**src/rtl/timer_arbiter.sv**
```systemverilog
// timer_arbiter: one prescaler/period-counter pair shared among N_REQ requesters.
// A round-robin pick in IDLE grants one requester a single interval of
// dur*TICK_MAX clk cycles (a duration of 0 counts as 1). The owner sees
// active during the interval and a one-cycle done pulse when it ends.
// Optional feature macro: TIMER_ARB_ABORT_EN. When it is defined, the
// owner dropping its req during COUNT ends the interval early, with no done
// pulse.
module timer_arbiter #(
  parameter int N_REQ    = 4,
  parameter int CNT_W    = 26,
  parameter int TICK_MAX = 50000000,
  parameter int DUR_W    = 4
) (
  input  logic                   clk_i,
  input  logic                   rst_i,
  input  logic [N_REQ-1:0]       req_i,
  input  logic [N_REQ*DUR_W-1:0] dur_i,
  output logic [N_REQ-1:0]       grant_o,
  output logic                   active_o,
  output logic [N_REQ-1:0]       done_o,
  output logic                   busy_o
);

  localparam int IDX_W = $clog2(N_REQ);
  localparam logic [CNT_W-1:0] PRE_LAST = CNT_W'(TICK_MAX - 1);
  localparam logic [IDX_W-1:0] IDX_LAST = IDX_W'(N_REQ - 1);

  typedef enum logic [1:0] {
    ST_IDLE  = 2'd0,
    ST_COUNT = 2'd1,
    ST_DONE  = 2'd2
  } state_t;

  state_t             state_q, state_d;
  logic [IDX_W-1:0]   owner_q, owner_d;
  logic [IDX_W-1:0]   last_q,  last_d;
  logic [DUR_W-1:0]   per_q,   per_d;
  logic [CNT_W-1:0]   pre_q,   pre_d;
  logic [N_REQ-1:0]   grant_q, grant_d;
  logic [N_REQ-1:0]   done_q,  done_d;

  logic               sel_found_s;
  logic [IDX_W-1:0]   sel_idx_s;
  logic [IDX_W-1:0]   cand_s;
  logic               hit_s;
  logic [DUR_W-1:0]   sel_dur_s;
  logic               abort_s;

  // Round-robin search: first set req bit starting just after the last owner.
  always_comb begin
    sel_found_s = 1'b0;
    sel_idx_s   = last_q;
    cand_s      = last_q;
    hit_s       = 1'b0;
    for (int k = 1; k <= N_REQ; k++) begin
      cand_s      = IDX_W'((int'(last_q) + k) % N_REQ);
      hit_s       = !sel_found_s && req_i[cand_s];
      sel_idx_s   = hit_s ? cand_s : sel_idx_s;
      sel_found_s = sel_found_s | hit_s;
    end
    sel_dur_s = dur_i[int'(sel_idx_s)*DUR_W +: DUR_W];
  end

`ifdef TIMER_ARB_ABORT_EN
  // Owner withdrawing its request while counting cuts the interval short.
  always_comb begin
    abort_s = (state_q == ST_COUNT) && !req_i[owner_q];
  end
`else
  // Without the abort feature, a granted interval always runs to completion.
  always_comb begin
    abort_s = 1'b0;
  end
`endif

  // Next-state logic for the IDLE -> COUNT -> DONE sequence and the timer.
  always_comb begin
    state_d = state_q;
    owner_d = owner_q;
    last_d  = last_q;
    per_d   = per_q;
    pre_d   = pre_q;
    grant_d = grant_q;
    done_d  = {N_REQ{1'b0}};
    case (state_q)
      ST_IDLE: begin
        grant_d = {N_REQ{1'b0}};
        if (sel_found_s) begin
          state_d = ST_COUNT;
          owner_d = sel_idx_s;
          grant_d = {{(N_REQ-1){1'b0}}, 1'b1} << sel_idx_s;
          // Period counter holds the number of remaining periods minus one.
          per_d   = (sel_dur_s == {DUR_W{1'b0}}) ? {DUR_W{1'b0}}
                                                 : sel_dur_s - {{(DUR_W-1){1'b0}}, 1'b1};
          pre_d   = {CNT_W{1'b0}};
        end else begin
          state_d = ST_IDLE;
        end
      end
      ST_COUNT: begin
        if (abort_s) begin
          state_d = ST_IDLE;
          grant_d = {N_REQ{1'b0}};
          last_d  = owner_q;
          pre_d   = {CNT_W{1'b0}};
          per_d   = {DUR_W{1'b0}};
        end else if (pre_q == PRE_LAST) begin
          pre_d = {CNT_W{1'b0}};
          if (per_q == {DUR_W{1'b0}}) begin
            state_d = ST_DONE;
            done_d  = grant_q;
          end else begin
            per_d = per_q - {{(DUR_W-1){1'b0}}, 1'b1};
          end
        end else begin
          pre_d = pre_q + {{(CNT_W-1){1'b0}}, 1'b1};
        end
      end
      ST_DONE: begin
        state_d = ST_IDLE;
        last_d  = owner_q;
        grant_d = {N_REQ{1'b0}};
      end
      default: begin
        state_d = ST_IDLE;
        grant_d = {N_REQ{1'b0}};
      end
    endcase
  end

  // State, timer and registered-output flops with asynchronous reset.
  always_ff @(posedge clk_i or posedge rst_i) begin
    if (rst_i) begin
      state_q <= ST_IDLE;
      owner_q <= {IDX_W{1'b0}};
      last_q  <= IDX_LAST;
      per_q   <= {DUR_W{1'b0}};
      pre_q   <= {CNT_W{1'b0}};
      grant_q <= {N_REQ{1'b0}};
      done_q  <= {N_REQ{1'b0}};
    end else begin
      state_q <= state_d;
      owner_q <= owner_d;
      last_q  <= last_d;
      per_q   <= per_d;
      pre_q   <= pre_d;
      grant_q <= grant_d;
      done_q  <= done_d;
    end
  end

  assign grant_o  = grant_q;
  assign done_o   = done_q;
  assign active_o = (state_q == ST_COUNT);
  assign busy_o   = (state_q == ST_COUNT) || (state_q == ST_DONE);

endmodule

```
**config.mk**
```make
export PLATFORM = sky130hd
export DESIGN_NAME = timer_arbiter
export DESIGN_NICKNAME = d
export VERILOG_FILES = /design/src/rtl/timer_arbiter.sv
export SDC_FILE = /design/constraint.sdc
export NUM_CORES = 1
export LEC_CHECK = 0
export CAP_MARGIN = 0
export CORE_MARGIN = 4
export CORE_UTILIZATION = 50
export CTS_CLUSTER_DIAMETER = 150
export DETAILED_ROUTE_END_ITERATION = 12
export PLACE_DENSITY = 0.88
export RECOVER_POWER = 50
export SYNTH_ARGS = -nofsm -noshare
export SYNTH_HDL_FRONTEND = slang
export SYNTH_SLANG_ARGS = --single-unit
```
**constraint.sdc**
```tcl
create_clock -name clk_i -period 2.4 [get_ports clk_i]
set_input_delay 0.48 -clock clk_i [delete_from_list [all_inputs] [get_ports clk_i]]
set_output_delay 0.48 -clock clk_i [all_outputs]
set_load 0.005 [all_outputs]
```
Yosys cells after proc, flatten, opt, wreduce, memory -nomap -nowiden
Index checks and enable logic that the tools add are counted.
{ "totals": {"wordCells": 74, "inputBits": 22, "output_inout_bits": 10, "reg_bits": 44} }
{ "classes": {"n_lt_le_gt_ge": 4, "n_addsub": 7, "n_bitwise": 3, "n_reduce_logical": 15, "eq_ne": 7, "shifts": 2, "mux": 29} }
{ "op_table": {"columns": ["operator", "n"], "rows": [
  ["$mux W26", 2],
  ["$pmux W26 S2", 1],
  ["$mux W4", 8],
  ["$add A26 B1 Y26 const B", 1],
  ["$eq A26 B26 Y1 const B", 1],
  ["$pmux W4 S2", 2],
  ["$shiftx A16 B5 Y4", 1],
  ["$lt A2 B3 Y1 const B", 4],
  ["$mux W2", 6],
  ["$bmux W1 S2", 4],
  ["$logic_not A4 Y1", 2],
  ["$sub A4 B1 Y4 const B", 2],
  ["$reduce_and A2 Y1", 3],
  ["$mux W1", 5],
  ["$add A2 B1 Y2 const B", 2],
  ["$add A2 B2 Y2 const B", 2],
  ["$ne A2 B1 Y1 const B", 2],
  ["$ne A2 B2 Y1 const B", 2],
  ["$pmux W2 S2", 1],
  ["$reduce_and A4 Y1", 1],
  ["$shl A1 B2 Y4 const A", 1],
  ["$logic_and A1 B1 Y1", 3],
  ["$logic_not A1 Y1", 3],
  ["$or A1 B1 Y1", 3],
  ["other kinds (5)", 5]
]} }

Depth between registers and ports, before layout
Gate-level depths: netlist of the first run.
{ "logic_depth": {"ltp_word": 17, "mapped_depth": 10, "depth_no_buf": 9} }

Worst setup path after synthesis of the first run
No wires, ideal clock.
{ "synth_path": {"path_type": "register to register", "startpoint": "register pre_q[0]", "endpoint": "register per_q[3]", "period_less_slack_ns": 2.265, "t_required_ns": 2.274, "stages_incl_launch_ff": 9, "t_arrival_ns": 2.139, "path_slack_ns": 0.135, "path_buffers": 0, "setup_time_ns": 0.126, "cell_sequence": "dfrtp_1 -> ha_1 -> nand3_2 -> or2_4 -> or4_4 -> nor4_4 -> mux2_1 -> a22oi_2 -> o21ai_2"} }
{ "synth_via": {"elab_chain_cells": 3} }
{ "synth_rtl": {"columns": ["item", "line_no", "text"], "rows": [
  ["start: declaration", "38", "logic [CNT_W-1:0] pre_q, pre_d;"],
  ["start signal: assignment", "138", "pre_q <= {CNT_W{1'b0}};"],
  ["start signal: assignment", "146", "pre_q <= pre_d;"],
  ["$eq A26 B26 Y1", "107", "end else if (pre_q == PRE_LAST) begin"],
  ["$ne A2 B1 Y1 (no source line)", null, null],
  ["$reduce_and A4 Y1 (no source line)", null, null],
  ["end signal: assignment", "137", "per_q <= {DUR_W{1'b0}};"],
  ["end signal: assignment", "145", "per_q <= per_d;"],
  ["end: declaration", "37", "logic [DUR_W-1:0] per_q, per_d;"]
]} }
No other way between the ends.
A chain may end at the register's enable or synchronous reset.

Worst setup path in the final report of the first run
Same ends and word-level chain as after synthesis.

==> results of run 1 <==
[Yosys cell counts, drive strengths merged (6+ instances only)]
library cell	instances
o21ai	23
buf	7
ha	6
nor2	35
nor3	10
a21oi	8
xor2	13
mux2i	16
nand3	10
nand2	33
dfrtp	42
inv	10
[worst max-delay path, stage by stage (launching register included)]
cell and delay (ns):
dfrtp_1 0.40, ha_2 0.22, nand3_2 0.10, or2_4 0.25
or4_4 0.57, nor4_4 0.17, mux2_4 0.33, a22oi_2 0.14
o21ai_2 0.07
[state kept, by name, indices dropped and copies added (netlist names)]
| name | cells |
|---|---|
| owner_q | 2 |
| pre_q | 26 |
| grant_o | 4 |
| done_o | 4 |
| last_q | 2 |
| per_q | 4 |
| state_q | 2 |
[per-layer routing]
| metal | vias to the layer above | global-route usage [%] | share of wire (%) |
|---|---|---|---|
| li1 | 1099 | - | - |
| met1 | 1061 | 25.3 | 43 |
| met2 | 57 | 35.8 | 51 |
| met3 | 7 | 3.48 | 4.4 |
| met4 | 0 | 5.74 | 1.2 |
| met5 | - | 0 | 0 |
[metrics by stage]
step | instance area [sq um] | hold WS (ns) | TNS [ns]
floorplan | 2620 | 0.444 | 0
global placement | 3210 | 0.466 | -0.401
detailed placement | 3210 | 0.476 | -1.12
CTS | 3300 | 0.498 | 0
global route | 3320 | 0.532 | -0.0601
finish | 3320 | 0.492 | 0
[power by group]
| part | internal (mW) | total (mW) | switching [mW] | leakage [nW] |
|---|---|---|---|---|
| Sequential | 0.744 | 0.747 | 0.00372 | 0.555 |
| Clock | 0.230 | 0.479 | 0.249 | 0.0510 |
| Combinational | 0.0759 | 0.143 | 0.0676 | 0.902 |
[final cells by class]
type,instances,area (sq um)
repair buffers,57,541
well taps,70,87.6
flip-flops and latches,44,1100
clock buffers,6,82.6
clock inverters,2,10.0
multi-input cells,216,1460
inverters,10,37.5
fillers,408,1790
[timing repair]
item	CTS	global route
gates resized for setup	0	6
hold endpoints to repair	0	0
setup endpoints to repair	0	5
[worst min path at each step]
stage	to	slack, ns	startpoint
4_1_cts	owner_q[1]	0.50	owner_q[1]
3_5_place_dp	owner_q[1]	0.48	owner_q[1]
5_1_grt	owner_q[1]	0.53	owner_q[1]
2_1_floorplan	owner_q[0]	0.44	owner_q[0]
3_3_place_gp	owner_q[0]	0.47	owner_q[0]
6_report	owner_q[1]	0.49	owner_q[1]
[cell families after synthesis]
| logic type | after synthesis | synth area share [%] |
|---|---|---|
| AND/OR/NAND/NOR | 123 | 25.1 |
| AO/OA/AOI/OAI | 48 | 12.6 |
| flip-flops | 44 | 42.1 |
| multiplexers | 21 | 8.26 |
| XOR/XNOR | 18 | 6.01 |
| buffers and inverters | 18 | 3.10 |
| adder cells (fa/ha/maj) | 6 | 2.86 |
==> flow_summary.toml, run 1 <==
[status]
status = "finished, final reports clean"

[synthesis]
yosysWarnings = 0
synth_largest_area_cell = "dfrtp_1"
synth_top_cell_area_share_pct = 40.1
synthesis.area_sq_um = 2620
synthFlopType = "dfrtp_1"
synthArstFlopShare_pct = 100
synth_cell_types = 54
seq_area_frac_synth_pct = 42.1
netlist_instances = 278
synth_seq_cells = 44
synthTopCellsByArea = "dfrtp_1 40%, mux2i_1 6.1%, nor2_1 4.9%"
syn_nets = 306
synth-edff-count = 0
syn_area_per_cell_sq_um = 9.43

[route]
ant_nets = 0
dr.pass1.iters = 4
post_drt_wl_per_cell_microns = 14.7
wl_microns = 5960
num_vias = 2224
drt_iter0_markers = 135
drc_errors = 0
vias_per_cell = 5.49

[grt]
globalRouteOverflowTotal = 0
grt_pass1_wl_microns = 10300
antenna_found_initial = 0
grt_max_degree = 45
first_global_vias = 2246
grtUsageTotal_pct = 20.3

[timing]
fin_crit_ns = 2.34
worst_pin_slew_ns = 1.08
layout_setup_ws_ns = 0.0569
hold_violations = 0
finalClockSkew_ns = 0.00927
post-route-period-util_pct = 97.6
finalSetupViolations = 0
max_freq_mhz = 427
finalMaxSlewViolations = 0
rsz0062_at_grt = "true"
slew_headroom_pct = 27.8

[place]
place_inst = 397
routabilityCongestion = 0.849
io_buffers = 31
dp_hpwl_microns = 4560
dp_slack_ns = -0.148

[flow_run]
cap_violations = 0

[clock_tree]
numCtsBuffers = 5
cts_setup_buffers = 0
cts_hold_buf = 0
cts_tree = "yes"
clock-root-buffer = "clkbuf_8"
cts_buffer_depth = 2
htree_levels = 2
clock-sinks = 44
clock_latency_ns = 0.30
clkTransAtPathRegs_ns = 0.08

[floorplan]
die_area_sq_um = 6460
rows = 26
io_pins = 32
die-height_microns = 80.4
initial_utilization_pct = 51.3
coreArea_sq_um = 5110
die_w_microns = 80.4

[critical_path]
start_kind = "flop"
critPathLaunch = "pre_q[0]"
cp-endpoint = "per_q[3]"
arrival_ns = 2.53
worstPathMaxFanout = 5
reg2reg_to = "per_q[3]"
rr_worst_depth = 8
required_ns = 2.59
crit_path_end_kind = "flop"
criticalPathCategory = "flop to flop"
r2r_setup_slack_ns = 0.06
r2r-start = "pre_q[0]"

[pwr]
power_mw = 1.37
power_density_nw_per_um2 = 413
irDropWorstVdd_mv = 0.224
p_leak_nw = 1.51

[min_path]
holdPathStages = 2
hp-class = "flop to flop"

[final_layout]
nNetsFinal = 362
layout.cells.non_filler = 405
drive_gt1_share_pct = 17.3
final_common_cell = "dfrtp_1"
final_util_pct = 64.9
final_cell_mix = "42 x dfrtp_1, 34 x nor2_1, 33 x nand2_1"
syn_to_final_growth_pct = 26.5
n_antenna_cell = 0
Power figures use the tool's default switching activity.
==> run 2: changes to the inputs <==
Settings changed: SLEW_MARGIN from default to 0.
==> results of run 2 <==
Same layout as run 1: the final DEF is identical, and so are final timing and power.
